==> config.mk <==
export PLATFORM = sky130hd
export DESIGN_NAME = wash_phase_timer
export DESIGN_NICKNAME = d
export VERILOG_FILES = /design/src/rtl/wash_phase_timer.sv
export SDC_FILE = /design/constraint.sdc
export NUM_CORES = 1
export LEC_CHECK = 0
export BUFFER_PORTS_ARGS = -buffer_cell sky130_fd_sc_hd__buf_2
export CORE_MARGIN = 4
export CORE_UTILIZATION = 50
export CTS_BUF_LIST = sky130_fd_sc_hd__clkbuf_4 sky130_fd_sc_hd__clkbuf_8 sky130_fd_sc_hd__clkbuf_16
export DETAILED_ROUTE_END_ITERATION = 10
export GPL_TIMING_DRIVEN = 0
export PLACE_DENSITY = 0.7
export SLEW_MARGIN = 30
export SYNTH_ARGS = -nofsm -noshare
export SYNTH_HDL_FRONTEND = slang
export SYNTH_SLANG_ARGS = --single-unit
==> constraint.sdc <==
create_clock -name clk -period 3.68 [get_ports clk]
set_input_delay 0.184 -clock clk [delete_from_list [all_inputs] [get_ports clk]]
set_output_delay 0.184 -clock clk [all_outputs]
set_load 0.01 [all_outputs]
==> src/rtl/wash_phase_timer.sv <==
// Sensor/timer stage for the washing machine controller: wash and spin
// phase timers plus a saturating water-level model driven by the valve commands.
module wash_phase_timer #(
    parameter int unsigned WASH_CYCLES = 20,
    parameter int unsigned SPIN_CYCLES = 12,
    parameter int unsigned LEVEL_MAX   = 8
) (
    input  logic       clk,
    input  logic       reset,
    input  logic       fill_value_on,
    input  logic       drain_value_on,
    input  logic       motor_on,
    input  logic       soap_wash,
    input  logic       water_wash,
    output logic       filled,
    output logic       drained,
    output logic       cycle_timeout,
    output logic       spin_timeout,
    output logic [3:0] level,
    output logic       valve_conflict
);

    localparam logic [7:0] WASH_LAST = 8'(WASH_CYCLES - 1);
    localparam logic [7:0] SPIN_LAST = 8'(SPIN_CYCLES - 1);
    localparam logic [3:0] LVL_FULL  = 4'(LEVEL_MAX);

    logic       wash_act;
    logic       spin_act;
    logic [1:0] kind_in;

    logic [1:0] wash_kind_q;
    logic [7:0] wash_cnt_q, wash_cnt_d;
    logic       cto_q, cto_d;
    logic [7:0] spin_cnt_q, spin_cnt_d;
    logic       sto_q, sto_d;
    logic [3:0] level_q, level_d;
    logic       filled_q, drained_q;
    logic       conflict_q, conflict_d;

    assign wash_act = motor_on & ~drain_value_on & ~fill_value_on;
    assign spin_act = motor_on & drain_value_on;
    assign kind_in  = {soap_wash, water_wash};

    // Wash timer: a change of wash kind restarts the count with the switch edge as edge 1.
    always_comb begin
        wash_cnt_d = wash_cnt_q;
        cto_d      = cto_q;
        if (!wash_act) begin
            wash_cnt_d = '0;
            cto_d      = 1'b0;
        end else if (kind_in != wash_kind_q) begin
            wash_cnt_d = 8'd1;
            cto_d      = 1'b0;
        end else if (!cto_q) begin
            wash_cnt_d = wash_cnt_q + 8'd1;
            cto_d      = (wash_cnt_q == WASH_LAST);
        end
    end

    always_comb begin
        spin_cnt_d = spin_cnt_q;
        sto_d      = sto_q;
        if (!spin_act) begin
            spin_cnt_d = '0;
            sto_d      = 1'b0;
        end else if (!sto_q) begin
            spin_cnt_d = spin_cnt_q + 8'd1;
            sto_d      = (spin_cnt_q == SPIN_LAST);
        end
    end

    // Both valves open is a fault: level is frozen and the flag latches until reset.
    always_comb begin
        level_d    = level_q;
        conflict_d = conflict_q;
        if (fill_value_on && drain_value_on) begin
            conflict_d = 1'b1;
        end else if (fill_value_on && (level_q < LVL_FULL)) begin
            level_d = level_q + 4'd1;
        end else if (drain_value_on && (level_q != 4'd0)) begin
            level_d = level_q - 4'd1;
        end
    end

    always_ff @(posedge clk) begin
        if (reset) begin
            wash_kind_q <= '0;
            wash_cnt_q  <= '0;
            cto_q       <= 1'b0;
            spin_cnt_q  <= '0;
            sto_q       <= 1'b0;
            level_q     <= '0;
            filled_q    <= 1'b0;
            drained_q   <= 1'b1;
            conflict_q  <= 1'b0;
        end else begin
            wash_kind_q <= kind_in;
            wash_cnt_q  <= wash_cnt_d;
            cto_q       <= cto_d;
            spin_cnt_q  <= spin_cnt_d;
            sto_q       <= sto_d;
            level_q     <= level_d;
            filled_q    <= (level_d == LVL_FULL);
            drained_q   <= (level_d == 4'd0);
            conflict_q  <= conflict_d;
        end
    end

    assign filled         = filled_q;
    assign drained        = drained_q;
    assign cycle_timeout  = cto_q;
    assign spin_timeout   = sto_q;
    assign level          = level_q;
    assign valve_conflict = conflict_q;

endmodule

; ---- Yosys cells after proc, flatten, opt, wreduce, memory -nomap -nowiden
; Index checks and enable logic that the tools add are counted.
; W data, S select, Z words.
[word_totals]
register_bits = 27
input_bits = 7
out_inout_bits = 9
wordCells = 42
[op_classes]
n_eq_ne = 5
n_reduce_logical = 8
n_bitwise = 7
addsub = 4
mux = 7
magnitude_cmp = 1
[ops]
columns = cell, count
row1 = $add A8 B1 Y8 const B, 2
row2 = $mux W4, 3
row3 = $eq A8 B4 Y1 const B, 1
row4 = $eq A8 B5 Y1 const B, 1
row5 = $add A4 B1 Y4 const B, 1
row6 = $eq A4 B4 Y1 const B, 1
row7 = $logic_not A4 Y1, 1
row8 = $lt A4 B4 Y1 const B, 1
row9 = $mux W1, 4
row10 = $not A1 Y1, 4
row11 = $reduce_bool A4 Y1, 1
row12 = $reduce_or A2 Y1, 2
row13 = $sub A4 B1 Y4 const B, 1
row14 = $and A1 B1 Y1, 3
row15 = $logic_and A1 B1 Y1, 3
row16 = $reduce_or A3 Y1, 1
row17 = $ne A2 B1 Y1 const B, 1
row18 = $ne A2 B2 Y1, 1

; ---- Depth between registers and ports, before layout
; Gate-level depths: netlist of run 1.
[logic_depth]
depth_word = 6
ltp_mapped = 6
ltp_nobuf = 6

; ---- Worst setup path after synthesis of run 1
; No wires, ideal clock.
[synth_path]
path_kind = flip-flop to flip-flop
from = register level_q[0] (netlist: level[0])
to = register drained_q (netlist: drained)
slack_ns = 1.995
t_arrival_ns = 1.589
synth_period_minus_slack_ns = 1.685
path_buffers = 0
required_time_ns = 3.584
setup_time_ns = 0.096
path_stages_with_launch = 7
path_cell_list = dfxtp_1 > inv_1 > ha_1 > or3b_4 > a31oi_4 > a31oi_2 > o41ai_2
[synth_via]
elab_chain_len = 6
word_cells_on_any_way = 10
cone_classes = 2 x add/sub / 1 x order compare / 3 x mux / 4 x reduce/logical
[synth_lines]
columns = item, line
row1 = "start, declared", 36  ; logic [3:0] level_q, level_d;
row2 = "start signal, assigned", 102  ; level_q <= level_d;
row3 = branches (longest 4 deep; another with $sub A4 B1 Y4), n/a
row4 = $mux W4 *, 76  ; if (fill_value_on && drain_value_on) begin
row5 = $logic_not A4 Y1 *, 104  ; drained_q <= (level_d == 4'd0);
row6 = "end signal, assigned", 104
row7 = "end, declared", 37  ; logic filled_q, drained_q;
; Mark *: on every way between the ends.
; A chain may end at the register's enable or synchronous reset.

; ---- Worst setup path after layout of run 1
[layout_path]
from = register level_q[0] (netlist: level[0])
to = register filled_q (netlist: filled)
[layout_via]
elab_chain_len = 6
word_cells_on_any_way = 10
cone_classes = 2 x add/sub / 1 x order compare / 1 x eq/ne / 3 x mux / 3 x reduce/logical
[layout_lines]
columns = item, line
row1 = branches (longest 4 deep; another with $sub A4 B1 Y4), n/a
row2 = $mux W4 *, 76
row3 = $eq A4 B4 Y1 *, 103  ; filled_q <= (level_d == LVL_FULL);
row4 = "end signal, assigned", 103
row5 = "end, declared", 37
; Marked as above.

==> results of run 1 <==
[layer usage]
layer / track usage (%) / vias to the layer above
li1: - / 504
met1: 20.9 / 457
met2: 23.8 / 14
met3: 2.63 / 2
met4: 5.83 / 0
met5: 0 / -
[cells in the mapped netlist (2+ instances only)]
| cell | number |
|---|---|
| dfxtp_1 | 27 |
| nor2_1 | 24 |
| xor2_1 | 13 |
| inv_1 | 5 |
| nand3_1 | 5 |
| nor2b_1 | 5 |
| xnor2_1 | 5 |
| ha_1 | 4 |
| nand2_1 | 4 |
| nor4b_1 | 4 |
| a21oi_1 | 3 |
| mux2i_1 | 3 |
| nor3_1 | 3 |
| and3_1 | 2 |
| and4b_1 | 2 |
| nand4_1 | 2 |
| nor3b_1 | 2 |
[cells by family after synthesis]
group / after synthesis / share of synthesized area [%]
adders and majority gates: 4 / 3.86
xor gates and xnor gates: 18 / 12.2
buffers and inverters: 9 / 3.38
and+or+nand+nor: 60 / 25.5
DFF: 27 / 41.7
AOI/OAI and AO/OA: 14 / 10.1
muxes: 4 / 3.19
[flip-flops by register name, indices dropped and copies added (netlist names), 2 cells and up]
name	count
level	4
wash_cnt_q	8
spin_cnt_q	8
wash_kind_q	2
[where the power goes]
part	total [mW]	switching, mW	internal (mW)
Clock	0.122	0.0817	0.0406
Combinational	0.111	0.0575	0.0530
Sequential	0.315	0.0104	0.304
[worst paths after layout]
check,endpoint,slack (ns)
worst max-delay path,filled$_SDFF_PP0_,1.78
worst min-delay path,wash_kind_q[0]$_SDFF_PP0_,0.1
worst max register to register,filled$_SDFF_PP0_,1.78
worst min register to register,valve_conflict$_SDFFE_PP0P_,0.51
[critical path, stage by stage, from the launching register on]
cell	delay, ns
dfxtp_1	0.38
inv_1	0.14
ha_1	0.24
or3b_4	0.42
a31oi_4	0.25
a31oi_2	0.16
nor4_1	0.21
[layout make-up]
cell class              count  share of cell area [%]
plain buffers               4                    1.76
clock inverters             1                   0.351
multi-input cells         100                    49.9
clock buffers               3                    1.58
well taps                  30                    2.63
flip-flops and latches     27                    37.9
inverters                   5                    1.32
repair buffers             13                    4.57
[metrics by stage]
stage | setup slack (ns) | utilization, % | area [sq um]
after floorplan | 1.99 | - | 1290
after global placement | 1.83 | 56.4 | 1400
after global routing | 1.60 | 57.5 | 1430
after CTS | 1.76 | 57.5 | 1430
final | 1.78 | 57.5 | 1430
after detailed placement | 1.80 | 56.4 | 1400
==> flow_summary_export.csv, run 1 <==
group,metric,value,unit
timing,period_minus_slack,1.90,ns
timing,worst_slew_pin_slew,0.451,ns
synth,syn-mean-instance-area,9.52,sq um
clock_network,cts_root_buf,"clkbuf_4",
floorplan,design.die.area,3470,sq um
timing,rsz0062_at_grt,"no",
clock_network,clockBufferDepth,2,
clock_network,holdBufCountCts,0,
detailed_routing,remaining_drc_errors,0,
detailed_routing,vias,977,
synth,syn_area,1290,sq um
synth,ys_warn_count,0,
run_status,outcome,"complete, no violations",
detailed_routing,wl_met2,1.05,mm
global_route,grt_pass1_wl,4.03,mm
timing,setup_viol,0,
global_route,grt_overflow,0,
placed_design,place_congestion,0.759,
timing,whs,0.0992,ns
global_route,antenna_found_initial,0,
global_route,grt_pass1_vias,897,
timing,min_period_over_period,51.6,%
detailed_routing,wl_per_cell,12.5,um
global_route,grt_use_total,15.2,%
floorplan,initial_core_util,52.3,%
floorplan,fp-row-count,18,
timing,finalSetupTns,0,ns
detailed_routing,drtIter0Drc,47,
global_route,grt_max_degree,16,
detailed_routing,final_antenna_net_count,0,
synth,netlist_top_cells_area,"dfxtp_1, xor2_1, nor2_1",
job,maxCapViolCount,0,
synth,netlist.area_leader.share,41.7,%
synth,syn-num-nets,147,
layout,layout_commonest_cell,"dfxtp_1",
floorplan,die_h,58.9,um
hold_path,hp-class,"primary input to flip-flop",
layout,diodes,0,
layout,seqCellArea,541,sq um
critical_path,r2r_cells,6,
placed_design,dp_hpwl,1.70,mm
timing,maxSlewViolCount,0,
critical_path,endpoint_kind,"flip-flop",
clock_network,h-tree-depth,1,
detailed_routing,viasPerCell,5.34,
pwr,p_leak,0.578,nW
detailed_routing,wirelength,2.29,mm
timing,relSlewSlack,69.9,%
timing,hold_violations,0,
clock_network,cts_tree,"built",
detailed_routing,highest_layer,"met4",
clock_network,clk_pin_slew,0.14,ns
synth,synth.distinct_cells,40,
layout,drive_gt1_share,17.0,%
timing,clock.fmax,527,MHz
synth,yosys.area.top_type,"dfxtp_1",
layout,finalNonFillerCells,183,
hold_path,whs_path_depth,2,
pwr,power.total,0.547,mW
synth,netlist_instances,136,
layout,multi_input_area,711,sq um
floorplan,core_area,2480,sq um
pwr,peakVddDrop,0.231,mV
layout,layout-area-overhead-vs-synth,10.0,%
hold_path,min-delay-start,"water_wash",
critical_path,crit_path_start_kind,"flip-flop",
critical_path,crit_path_max_fanout,6,
floorplan,ioPinCount,16,
synth,ys.flop_type,"dfxtp_1",
placed_design,dp_cells,179,
clock_network,clk_latency,0.31,ns
critical_path,r2r-start,"level[0]$_SDFF_PP0_",
clock_network,cts_sinks,27,
synth,ys_seq_elements,27,
synth,yosysSeqAreaShare,41.7,%
detailed_routing,wl_met1,1.13,mm
floorplan,fp.dieW,58.9,um
clock_network,postCtsSetupRepairBufs,0,
critical_path,arrival,2.12,ns
placed_design,portBuffers,13,
synth,synth_edf_count,0,
synth,async_flop_share,0,%
critical_path,worstPathRequired,3.90,ns
layout,n_fill_cell,241,
detailed_routing,dr.pass1.iters,4,
clock_network,cts.repair.resized,0,
critical_path,cp-startpoint,"level[0]$_SDFF_PP0_",
layout,nNetsFinal,165,
timing,fin_skew,0.00117,ns
detailed_routing,wl_met3,84,um
layout,final_cell_mix,"dfxtp_1, nor2_1, buf_2",
critical_path,crit_type,"flip-flop to flip-flop",
clock_network,cts_made_buffers,3,
pwr,power_density,384,nW/um^2
(Power assumes the default switching activity.)
==> run 2: changes to the inputs <==
Clock period 3.68 ns to 1.75 ns, I/O delays scaled along.
==> flow_summary_export.csv, run 2 (same netlist as run 1, synthesis figures left out) <==
group,metric,value,unit
run_status,outcome,"complete, no violations",
detailed_routing,final_antenna_net_count,0,
critical_path,arrival,1.93,ns
placed_design,dp_hpwl,1.70,mm
critical_path,r2r_setup_slack,0.05,ns
clock_network,cts_root_buf,"clkbuf_4",
detailed_routing,dr.pass1.iters,4,
layout,finalNonFillerCells,191,
clock_network,h-tree-depth,1,
timing,whs,0.146,ns
layout,n_fill_cell,226,
detailed_routing,remaining_drc_errors,0,
pwr,p_int,0.908,mW
floorplan,fp-row-count,18,
pwr,p_leak,0.632,nW
critical_path,endpoint_kind,"flip-flop",
floorplan,core_area,2480,sq um
critical_path,critPathSlowestCell,"or3b_4",
global_route,grt_pass1_wl,4.11,mm
critical_path,worstPathRequired,1.98,ns
clock_network,cts_sinks,27,
timing,fin_skew,0.000889,ns
timing,hold_violations,0,
placed_design,portBuffers,13,
timing,maxSlewViolCount,0,
timing,rsz0062_at_grt,"yes",
critical_path,crit_path_start_kind,"flip-flop",
layout,multi_input_area,752,sq um
placed_design,pre_cts_ws,-0.130,ns
timing,period_minus_slack,1.70,ns
global_route,grt_max_degree,16,
layout,drive_gt1_share,24.8,%
critical_path,critPathMaxStageDelay,0.40,ns
floorplan,design.die.area,3470,sq um
critical_path,crit_top_cell,"a31oi_4",
layout,layout_commonest_cell,"dfxtp_1",
detailed_routing,viasPerCell,5.34,
global_route,grt_overflow,0,
floorplan,ioPinCount,16,
job,maxCapViolCount,0,
global_route,grt_pass1_vias,917,
timing,worst_slew_pin_slew,0.475,ns
detailed_routing,wirelength,2.46,mm
global_route,grt_use_total,15.7,%
pwr,power_density,812,nW/um^2
timing,setup_viol,0,
clock_network,cts_made_buffers,3,
timing,min_period_over_period,97.2,%
critical_path,crit_path_max_fanout,4,
placed_design,place_congestion,0.759,
pwr,peakVddDrop,0.498,mV
timing,relSlewSlack,68.3,%
pwr,p_clk_share,20.5,%
pwr,sw_frac_of_total,27.8,%
detailed_routing,vias,1020,
floorplan,fp.dieW,58.9,um
detailed_routing,drtIter0Drc,36,
detailed_routing,wl_per_cell,12.9,um
hold_path,hp-class,"primary input to flip-flop",
layout,layout-area-overhead-vs-synth,19.7,%
clock_network,clk_latency,0.31,ns
timing,clock.fmax,588,MHz
global_route,antenna_found_initial,0,
timing,finalSetupTns,0,ns
clock_network,clockBufferDepth,2,
layout,nNetsFinal,173,
layout,diodes,0,
floorplan,die_h,58.9,um
timing,fin_ws,0.0483,ns
clock_network,clk_pin_slew,0.14,ns
pwr,p_sw,0.350,mW
layout,final_cell_mix,"dfxtp_1, nor2_1, buf_2",
critical_path,cp_cell_sequence,"inv_6, ha_4, or3b_4, a31oi_4, a31oi_4, o41ai_2",
clock_network,cts_tree,"built",
pwr,combPwrFrac,26.4,%
floorplan,initial_core_util,52.3,%
pwr,seqPwrFrac,53.0,%
critical_path,crit_type,"flip-flop to flip-flop",
layout,seqCellArea,548,sq um
placed_design,dp_cells,179,
-- run 2: cell count changes in the layout (fill, tap and decap cells not counted), moves of 2 or more --
cell and delta:
dlygate4sd3_1 +2, inv_1 -2, buf_4 +5, dfxtp_4 +2, dfxtp_1 -2
-- run 2: through the flow --
step,utilization [%],instance area [sq um],power (mW)
detailed placement,56.4,1400,0.907
global route,62.6,1550,1.34
CTS,59.9,1490,1.21
floorplan,-,1290,0.847
global placement,56.4,1400,0.901
finish,62.6,1550,1.26
-- run 2: layer usage --
layer / vias up / GRT usage (%) / part of all wire, %
li1: 522 / - / -
met1: 490 / 21.2 / 50
met2: 6 / 25.1 / 48
met3: 2 / 2.63 / 1.5
met4: 0 / 5.83 / 0.85
met5: - / 0 / 0
-- run 2: layout make-up --
type,count,share of cell area [%]
multi-input combinational,100,48.5
sequential,27,35.4
timing repair buffer,21,8.64
tap,30,2.42
inverter,5,1.69
buffer,4,1.61
clock buffer,3,1.45
clock inverter,1,0.323
-- run 2: worst paths after layout --
| check | from | endpoint | depth (start not counted) |
|---|---|---|---|
| max | level[0]$_SDFF_PP0_ | drained$_SDFF_PP1_ | 6 |
| min | fill_value_on | valve_conflict$_SDFFE_PP0P_ | 3 |
| max reg2reg | level[0]$_SDFF_PP0_ | drained$_SDFF_PP1_ | 6 |
| min reg2reg | valve_conflict$_SDFFE_PP0P_ | valve_conflict$_SDFFE_PP0P_ | 2 |
-- run 2: worst max-delay path, delay by kind of cell (launching register included) --
family          cells  cell delay, ns
compound gates      3            0.60
fa+ha+maj           1            0.15
buf+inv             1            0.07
flops               1            0.39
simple gates        1            0.40
-- run 2: power groups by stage --
| stage | Combinational, mW | Clock (mW) | Sequential (mW) |
|---|---|---|---|
| after floorplan | 0.166 | 0 | 0.681 |
| after global placement | 0.227 | 0 | 0.674 |
| after detailed placement | 0.231 | 0 | 0.676 |
| after CTS | 0.272 | 0.275 | 0.666 |
| after global routing | 0.363 | 0.303 | 0.672 |
| final | 0.333 | 0.258 | 0.667 |
-- run 2: what timing repair did --
item	CTS	global route
resized for setup	9	7
pin swaps	1	1
setup endpoints to repair	3	4
endpoints found under the hold margin	2	0
setup buffers	1	5
hold buffers	2	0
==> run 3: changes to the inputs <==
Settings changed: CORE_ASPECT_RATIO from default to 0.6.
Clock period 1.75 ns to 2.05 ns, I/O delays scaled along.
==> flow_summary_export.csv, run 3 (same netlist as run 1, synthesis figures left out) <==
group,metric,value,unit
pwr,p_leak,0.581,nW
global_route,grt_max_degree,17,
clock_network,cts_made_buffers,3,
global_route,grt_overflow,0,
global_route,antenna_found_initial,0,
timing,relSlewSlack,72.0,%
clock_network,clk_pin_slew,0.10,ns
layout,layout-area-overhead-vs-synth,11.9,%
critical_path,crit_path_max_fanout,6,
critical_path,critPathSlowestCell,"or3b_4",
pwr,peakVddDrop,0.579,mV
pwr,power.total,1.08,mW
clock_network,cts_root_buf,"clkbuf_8",
timing,worst_slew_pin_slew,0.419,ns
critical_path,crit_path_start_kind,"flip-flop",
layout,diodes,0,
detailed_routing,drtIter0Drc,99,
global_route,grt_pass1_wl,4.36,mm
hold_path,whs_path_depth,2,
timing,fin_ws,0.116,ns
critical_path,r2r_cells,6,
layout,layout_commonest_cell,"dfxtp_1",
detailed_routing,dr.pass1.iters,4,
detailed_routing,vias,984,
floorplan,fp.dieW,73.7,um
timing,setup_viol,0,
floorplan,ioPinCount,16,
critical_path,path_depth,6,
pwr,power_density,746,nW/um^2
floorplan,core_area,2310,sq um
floorplan,design.die.area,3490,sq um
layout,nNetsFinal,165,
placed_design,pre_cts_ws,0.116,ns
placed_design,dp_hpwl,1.92,mm
global_route,grt_pass1_vias,923,
critical_path,critPathMaxStageDelay,0.42,ns
run_status,outcome,"complete, no violations",
placed_design,placed_cell_area,1400,sq um
timing,finalSetupTns,0,ns
floorplan,fp-row-count,13,
timing,whs,0.0636,ns
hold_path,hp-class,"primary input to flip-flop",
clock_network,cts_tree,"built",
layout,final_area,1450,sq um
critical_path,worstPathRequired,2.23,ns
clock_network,clk_latency,0.28,ns
job,maxCapViolCount,0,
clock_network,clockBufferDepth,2,
layout,final_cell_mix,"dfxtp_1, nor2_1, buf_2",
layout,finalNonFillerCells,183,
clock_network,holdBufCountCts,0,
clock_network,cts.repair.resized,0,
layout,post-route-util,62.7,%
floorplan,die_h,47.4,um
clock_network,postCtsSetupRepairBufs,0,
timing,min_period_over_period,94.4,%
global_route,grt_use_total,16.8,%
critical_path,cp_cell_sequence,"inv_1, ha_2, or3b_4, a31oi_4, a31oi_2, o41ai_2",
layout,n_fill_cell,211,
placed_design,portBuffers,13,
detailed_routing,wl_per_cell,13.6,um
placed_design,dp_cells,179,
detailed_routing,final_antenna_net_count,0,
timing,clock.fmax,517,MHz
critical_path,path_delay_family,"compound AO/OA/AOI/OAI gates",
timing,maxSlewViolCount,0,
critical_path,path_buf_inv,1,
placed_design,place_congestion,0.895,
clock_network,cts_sinks,27,
timing,fin_skew,0.0121,ns
detailed_routing,viasPerCell,5.38,
critical_path,crit_type,"flip-flop to flip-flop",
timing,rsz0062_at_grt,"no",
clock_network,h-tree-depth,1,
timing,period_minus_slack,1.93,ns
critical_path,arrival,2.11,ns
detailed_routing,remaining_drc_errors,0,
critical_path,endpoint_kind,"flip-flop",
floorplan,initial_core_util,56.1,%
detailed_routing,wirelength,2.48,mm
layout,drive_gt1_share,17.6,%
timing,hold_violations,0,
run 3: cell type report:
class / instances / area, sq um / area share, %
timing repair buffer: 13 / 65.1 / 4.49
tap: 30 / 37.5 / 2.59
clock inverter: 1 / 7.51 / 0.518
multi-input combinational: 100 / 713 / 49.2
sequential: 27 / 541 / 37.3
clock buffer: 3 / 41.3 / 2.85
buffer: 4 / 25.0 / 1.73
inverter: 5 / 18.8 / 1.30
run 3: path summary, 6_finish.rpt:
check / start / slack (ns) / endpoint
hold / removal: water_wash / 0.06 / wash_kind_q[0]$_SDFF_PP0_
setup / recovery: level[0]$_SDFF_PP0_ / 0.12 / drained$_SDFF_PP1_
hold reg to reg: valve_conflict$_SDFFE_PP0P_ / 0.50 / valve_conflict$_SDFFE_PP0P_
setup reg to reg: level[0]$_SDFF_PP0_ / 0.12 / drained$_SDFF_PP1_
run 3: where the power goes:
| part | internal (mW) | switching [mW] |
|---|---|---|
| registers | 0.545 | 0.0185 |
| logic | 0.0983 | 0.111 |
| clock network | 0.138 | 0.170 |
| total | 0.782 | 0.299 |
run 3: routing by layer:
metal	share of wire, %	track usage [%]	routed length [um]
met3	7.9	6.92	196
met4	0.32	5.42	8
met5	0	0	0
met1	51	23.1	1270
met2	41	23.9	1010
run 3: worst register-to-register path, delay by kind of cell (launching register included):
family,cells,cell delay (ns)
compound gates,3,0.68
fa+ha+maj,1,0.23
buf+inv,1,0.14
flops,1,0.37
simple gates,1,0.42
